$ cat config.mk
export PLATFORM = sky130hd
export DESIGN_NAME = bus_arbiter
export DESIGN_NICKNAME = d
export VERILOG_FILES = /design/src/rtl/bus_arbiter.sv
export SDC_FILE = /design/constraint.sdc
export NUM_CORES = 1
export LEC_CHECK = 0
export ABC_CLOCK_PERIOD_IN_PS = 2450
export CAP_MARGIN = 40
export CORE_MARGIN = 1
export CORE_UTILIZATION = 40
export DETAILED_ROUTE_END_ITERATION = 8
export GPL_ROUTABILITY_DRIVEN = 0
export PLACE_DENSITY = 0.79
export SETUP_SLACK_MARGIN = 0.4
export SLEW_MARGIN = 20
export SYNTH_ARGS = -nofsm -noshare
export SYNTH_HDL_FRONTEND = slang
export SYNTH_SLANG_ARGS = --single-unit
$ cat constraint.sdc
create_clock -name clk -period 2.45 [get_ports clk]
set_input_delay 0.3675 -clock clk [delete_from_list [all_inputs] [get_ports clk]]
set_output_delay 0.3675 -clock clk [all_outputs]
set_load 0.03 [all_outputs]
$ cat src/rtl/bus_arbiter.sv
`default_nettype none
// ----------------------------------------------------------------------------
// bus_arbiter: two-master round-robin bus arbiter with slave decode,
// ready wait with timeout, and hold-until-done sequencing.
// Revision 1.0
// ----------------------------------------------------------------------------
module bus_arbiter #(
  parameter int ADDR_W     = 16,
  parameter int SID_W      = 4,
  parameter int NUM_SLAVES = 3,
  parameter int TIMEOUT    = 255
) (
  input  logic                  clk,
  input  logic                  rst,
  input  logic [1:0]            m_req,
  input  logic [2*ADDR_W-1:0]   m_addr,
  input  logic [1:0]            m_done,
  input  logic [NUM_SLAVES-1:0] s_ready,
  output logic [1:0]            m_grant,
  output logic [1:0]            m_ack,
  output logic [1:0]            m_nack,
  output logic [NUM_SLAVES-1:0] s_sel,
  output logic                  bus_busy,
  output logic                  owner
);

  localparam int CNT_W = (TIMEOUT > 1) ? $clog2(TIMEOUT) : 1;
  localparam logic [CNT_W-1:0] C_LAST = CNT_W'(TIMEOUT - 1);

  typedef enum logic [2:0] {
    IDLE       = 3'd0,
    DECODE     = 3'd1,
    WAIT_SLAVE = 3'd2,
    BUSY       = 3'd3,
    RELEASE    = 3'd4
  } state_t;

  state_t                r_state;
  logic                  r_prio;
  logic [CNT_W-1:0]      r_cnt;
  logic [SID_W-1:0]      r_sid;

  logic                  w_winner;
  logic [ADDR_W-1:0]     w_win_addr;
  logic [NUM_SLAVES-1:0] w_sid_dec;
  logic                  w_sid_valid;
  logic                  w_ready;
  logic [1:0]            w_own_oh;
  logic                  w_own_req;
  logic                  w_own_done;
  logic                  w_unused_addr;

  assign w_winner   = (m_req == 2'b11) ? r_prio : m_req[1];
  assign w_win_addr = w_winner ? m_addr[2*ADDR_W-1 -: ADDR_W] : m_addr[ADDR_W-1:0];

  // An ID outside the implemented range decodes to all zeros, which is the invalid marker.
  generate
    for (genvar i = 0; i < NUM_SLAVES; i++) begin : g_dec
      assign w_sid_dec[i] = (r_sid == SID_W'(i));
    end
  endgenerate

  assign w_sid_valid   = |w_sid_dec;
  assign w_ready       = |(w_sid_dec & s_ready);
  assign w_own_oh      = owner ? 2'b10 : 2'b01;
  assign w_own_req     = m_req[owner];
  assign w_own_done    = m_done[owner];
  assign w_unused_addr = ^w_win_addr[ADDR_W-SID_W-1:0];

  always_ff @(posedge clk or posedge rst) begin
    if (rst) begin
      r_state  <= IDLE;
      r_prio   <= 1'b0;
      r_cnt    <= '0;
      r_sid    <= '0;
      m_grant  <= '0;
      m_ack    <= '0;
      m_nack   <= '0;
      s_sel    <= '0;
      bus_busy <= 1'b0;
      owner    <= 1'b0;
    end else begin
      m_ack  <= '0;
      m_nack <= '0;
      case (r_state)
        IDLE: begin
          if (|m_req) begin
            owner    <= w_winner;
            r_sid    <= w_win_addr[ADDR_W-1 -: SID_W];
            m_grant  <= w_winner ? 2'b10 : 2'b01;
            bus_busy <= 1'b1;
            r_state  <= DECODE;
          end
        end
        DECODE: begin
          if (!w_sid_valid) begin
            m_nack  <= w_own_oh;
            m_grant <= '0;
            r_state <= RELEASE;
          end else begin
            r_cnt   <= '0;
            r_state <= WAIT_SLAVE;
          end
        end
        WAIT_SLAVE: begin
          // A dropped request outranks a same-cycle ready.
          if (!w_own_req) begin
            m_grant <= '0;
            r_state <= RELEASE;
          end else if (w_ready) begin
            m_ack   <= w_own_oh;
            s_sel   <= w_sid_dec;
            r_state <= BUSY;
          end else if (r_cnt == C_LAST) begin
            m_nack  <= w_own_oh;
            m_grant <= '0;
            r_state <= RELEASE;
          end else begin
            r_cnt <= r_cnt + CNT_W'(1);
          end
        end
        BUSY: begin
          if (w_own_done || !w_own_req) begin
            m_grant <= '0;
            s_sel   <= '0;
            r_state <= RELEASE;
          end
        end
        RELEASE: begin
          r_prio   <= ~owner;
          bus_busy <= 1'b0;
          r_state  <= IDLE;
        end
        default: r_state <= IDLE;
      endcase
    end
  end

endmodule
`default_nettype wire

**Word level (Yosys, flattened, before mapping)**

Cells that the tools add are included.

- Reduce and logical (&&, ||, !) cells: 17
- Add/subtract/negate cells: 1
- Bitwise operators: 2
- Equal/unequal tests: 19
- $lt $le $gt $ge: 1
- Mux-type cells: 41

Operators with widths:

| operator | number |
|---|---|
| 2-to-1 mux 8 bit | 4 |
| 2-to-1 mux 2 bit | 15 |
| 2-to-1 mux 3 bit | 9 |
| 2-to-1 mux 16 bit | 1 |
| inequality test 2 bit, second input constant | 8 |
| one-hot mux 8 bit (2 select lines) | 1 |
| one-hot mux 3 bit (4 select lines) | 1 |
| adder 8 x 1 -> 8 bit, second input constant | 1 |
| == test 8 bit, second input constant | 1 |
| one-hot mux 2 bit (4 select lines) | 1 |
| == test 3 x 2 -> 1 bit, second input constant | 2 |
| 2-to-1 mux 1 bit | 6 |
| inequality test 3 bit, second input constant | 2 |
| one-hot mux 3 bit (2 select lines) | 1 |
| AND reduction 6 bit | 1 |
| nonzero test 2 bit | 3 |
| OR reduction 3 bit | 2 |
| AND reduction 5 bit | 1 |
| == test 4 x 1 -> 1 bit, second input constant | 1 |
| == test 4 x 2 -> 1 bit, second input constant | 1 |
| logical NOT 4 bit | 1 |
| inequality test 4 bit, second input constant | 1 |
| one-hot mux 2 bit (2 select lines) | 1 |
| AND reduction 2 bit | 2 |
| other kinds (14) | 14 |

- Register bits: 27
- Logic and storage cells: 91

**Logic depth before layout (Yosys ltp)**

- Word-level depth: 6
- Depth in mapped cells: 6
- Depth with buffers taken out: 6

**Worst setup path before layout**

No wires, ideal clock.

- Kind: register to register
- From: register owner
- To: register r_cnt[7]
- Required time: 2321 ps
- Path slack: 673 ps
- Buffers on the path: 1
- Setup time: 129 ps
- Clock period less this slack: 1777 ps
- Stages on the path, launching flop included: 6
- Data arrival time: 1648 ps
- Cell sequence: dfrtp_1 > clkbuf_1 > mux2i_1 > or4_1 > o21ai_0 > a31oi_1

- Cells in the longest elaborated chain, start to end: 4

RTL lines:

| item | RTL line | text |
|---|---|---|
| from (decl) | 24 | `output logic owner` |
| from (signal assigned) | 88 | `owner <= w_winner;` |
| 2-to-1 mux 1 bit (not written as such) (2 in a row) | 66 | `assign w_own_req = m_req[owner];` |
| inequality test 2 bit (no source line) | - |  |
| AND reduction 5 bit (no source line) | - |  |
| to (signal assigned) | 119 | `r_cnt <= r_cnt + CNT_W'(1);` |
| to (decl) | 40 | `logic [CNT_W-1:0] r_cnt;` |

Every way passes these cells. The select of a mux whose other input is x is not followed.
A chain may end at the register's enable or synchronous reset.

**Worst setup path in the final report**

- From: register owner
- To: output owner

No word-level cell between the ends.

==> qor.csv <==
stage,metric,value,unit
critical_path,CP Depth,1,
power,VDD IR max,0.000631,V
timing,final hold violation count,0,
final_layout,layout cells sized above 1,10.4,%
critical_path,R2R depth,4,
power,switching part of the total,41.1,%
placed_design,Port Buffer Count,27,
clocking,"Reg clk slew, reported paths",90,ps
clocking,TritonCTS Sinks,27,
clocking,CTS root buf,clkbuf_8,
clocking,Post-CTS Setup Bufs,0,
final_layout,Nets,237,
power,Seq pwr share,42.0,%
synth,Post-synth EDFFs,0,
timing,fin. max-slew vios,0,
routing,WL/cell,13.9,um
synth,Cells after Synth,165,
routing,DR vias/cell,5.67,
synth,syn avg cell area,9.47,um2
run_status,status,finished clean,
timing,Fin Hold WS,444,ps
synth,Post-synth ARST share,100,%
timing,Slew headroom,52.1,%
synth,sequential share of the synthesized area,43.2,%
critical_path,crit-path cells,clkdlybuf4s50_1,
global_route,initial antenna violation count,0,
clocking,Worst-Skew Late Latency,270,ps
placed_design,Setup WS pre-CTS,324,ps
clocking,Num CTS Buffers,3,
synth,Netlist cell types,51,
floorplan,core area,3720,um2
timing,unrepaired setup endpoints after global routing,no,
critical_path,Crit Path Class,register to output pin,
floorplan,Die ar.,4160,um2
floorplan,I/O pin count,52,
timing,Worst-Margin Slew,701,ps
floorplan,starting density of the core,42.1,%
timing,setup TNS,0,ps
min_path,hold crit path type,input pin to async pin,
floorplan,# rows,22,
final_layout,final core utilization,52.2,%
power,Pwr per Cell Area,909,nW/um2
global_route,vias in the first global route,1352,
timing,Setup WS post-layout,533,ps
synth,Post-Syn Area,1560,um2
timing,fin crit share,78.2,%
critical_path,WP buf/inv,1,
routing,DR iter-0 viols,97,
critical_path,crit end category,output pin,
routing,post-route ant nets,0,
critical_path,Startpoint Class,register,
power,Clock power frac,14.4,%
final_layout,most frequent cells in the layout,"dfrtp_1 (27), clkdlybuf4s50_1 (27), nor2_1 (20)",
run,Max Cap Violations,0,
synth,syn nets,208,
global_route,largest net degree at the start of global routing,28,
final_layout,Area Growth Syn to Fin,24.0,%
clocking,clk buf depth,2,
synth,Yosys warning count,0,
final_layout,register area,676,um2
synth,"flops & latches, synth",27,
routing,via count,1367,
timing,"Min Clock Period, post-route",1920,ps
critical_path,CP peak stage delay,730,ps
global_route,overall routing resource usage,18.2,%
power,Logic pwr share,43.6,%
global_route,GRT Residual Overflow,0,
routing,Post-route DRC,0,
clocking,htree depth,1,
power,sw power,723,uW
timing,clk_skew,5.86,ps
power,Internal,1040,uW
power,leakage,0.000803,uW
final_layout,antenna fix cells,0,
critical_path,CP max FO,10,
placed_design,DP Wirelength,2.53,mm
floorplan,height of the die,64.5,um
floorplan,Die W,64.5,um
final_layout,area of the multi-input gates,831,um2
routing,DR pass1 iterations,4,
timing,Max Clock Freq,522,MHz
timing,Setup-failing EPs final,0,
critical_path,"Slowest-stage cell, CP",clkdlybuf4s50_1,
routing,"wirelength, routed",3.36,mm
synth,"Primary FF master, synth",dfrtp_1,
clocking,CTS tree,done,
power,total power,1760,uW
critical_path,Crit path required time,2080,ps
global_route,first-pass GRT wire length,5.91,mm
critical_path,"CP delay by family, top",buffers and inverters,
final_layout,Fill cells,355,
critical_path,crit path DAT,1550,ps
## synthesized netlist by cell type (2+ instances only)
| library cell | n | share of area [%] |
|---|---|---|
| or2_2 | 2 | 0.80 |
| buf_2 | 2 | 0.64 |
| o221ai_1 | 3 | 1.7 |
| nor2_1 | 21 | 5.0 |
| dfrtp_1 | 27 | 43 |
| clkbuf_1 | 4 | 0.96 |
| nor4_1 | 3 | 1.2 |
| a31oi_1 | 10 | 4.0 |
| nand2b_1 | 3 | 1.2 |
| o21ai_0 | 5 | 1.6 |
| inv_1 | 9 | 2.2 |
| nand3_1 | 4 | 1.3 |
| ha_1 | 2 | 1.6 |
| a21oi_1 | 6 | 1.9 |
| mux2i_1 | 9 | 5.8 |
| nor3_1 | 4 | 1.3 |
| or3_1 | 2 | 0.80 |
| a31o_2 | 2 | 1.1 |
| nand2_1 | 12 | 2.9 |
| a21o_1 | 2 | 0.96 |
| nand4_1 | 2 | 0.80 |
| o22ai_1 | 2 | 0.80 |
## cell families (layout without fill, tap and decap cells)
family / count (synthesis) / in the layout / synth area share [%]
adders and majority gates: 2 / 2 / 1.60
AOI/OAI and AO/OA: 49 / 49 / 23.9
and+or+nand+nor: 62 / 62 / 21.1
DFF: 27 / 27 / 43.2
muxes: 10 / 10 / 6.49
buffers and inverters: 15 / 43 / 3.76
## power by group through the flow
stage	sequential, uW	clock, uW	combinational (uW)
after floorplan	749	0	525
after global placement	742	0	755
after detailed placement	745	0	768
after CTS	736	265	772
after global routing	760	281	855
final	739	253	769
## through the flow
step / std cells / instance area (um2)
global route: 241 / 1940
floorplan: 165 / 1560
finish: 241 / 1940
global placement: 237 / 1890
detailed placement: 237 / 1890
CTS: 241 / 1940
## worst register-to-register path: cells and delay by family (launching register included)
| kind | cells | cell delay, ps |
|---|---|---|
| AOI/OAI and AO/OA | 1 | 280 |
| DFF | 1 | 510 |
| and+or+nand+nor | 3 | 1010 |
## worst paths after layout
kind / slack (ps) / startpoint / end
setup reg to reg: 560 / r_state[0] / s_sel[2]
setup / recovery: 530 / owner / owner
min in group clk: 500 / r_cnt[6] / r_cnt[6]
hold / removal: 440 / rst / r_cnt[7]
max in group asynchronous: 1750 / rst / r_state[1]
hold reg to reg: 500 / r_cnt[6] / r_cnt[6]
## flip-flops by register name, indices dropped and copies added (netlist names), 2 cells and up
| signal | cells |
|---|---|
| m_nack | 2 |
| r_sid | 4 |
| s_sel | 3 |
| m_ack | 2 |
| r_cnt | 8 |
| m_grant | 2 |
| r_state | 3 |
## what timing repair did
action,in CTS,in global routing
resized for setup,0,1
endpoints found under the setup margin,0,2
hold buffers,0,0
## layer usage
| metal | up-vias | GRT usage, % | share of wire (%) | routed length, um |
|---|---|---|---|---|
| met4 | 0 | 5.28 | 1.5 | 50 |
| met1 | 652 | 23.0 | 46 | 1530 |
| met5 | - | 0 | 0 | 0 |
| li1 | 678 | - | - | - |
| met3 | 6 | 3.70 | 3.1 | 103 |
| met2 | 31 | 31.3 | 50 | 1670 |
## cell type report
class	count	area share, %
repair buffers	30	15.1
clock buffers	4	2.32
inverters	9	1.74
multi-input cells	123	42.9
flip-flops and latches	27	34.9
well taps	48	3.10
Power figures use the tool's default switching activity.
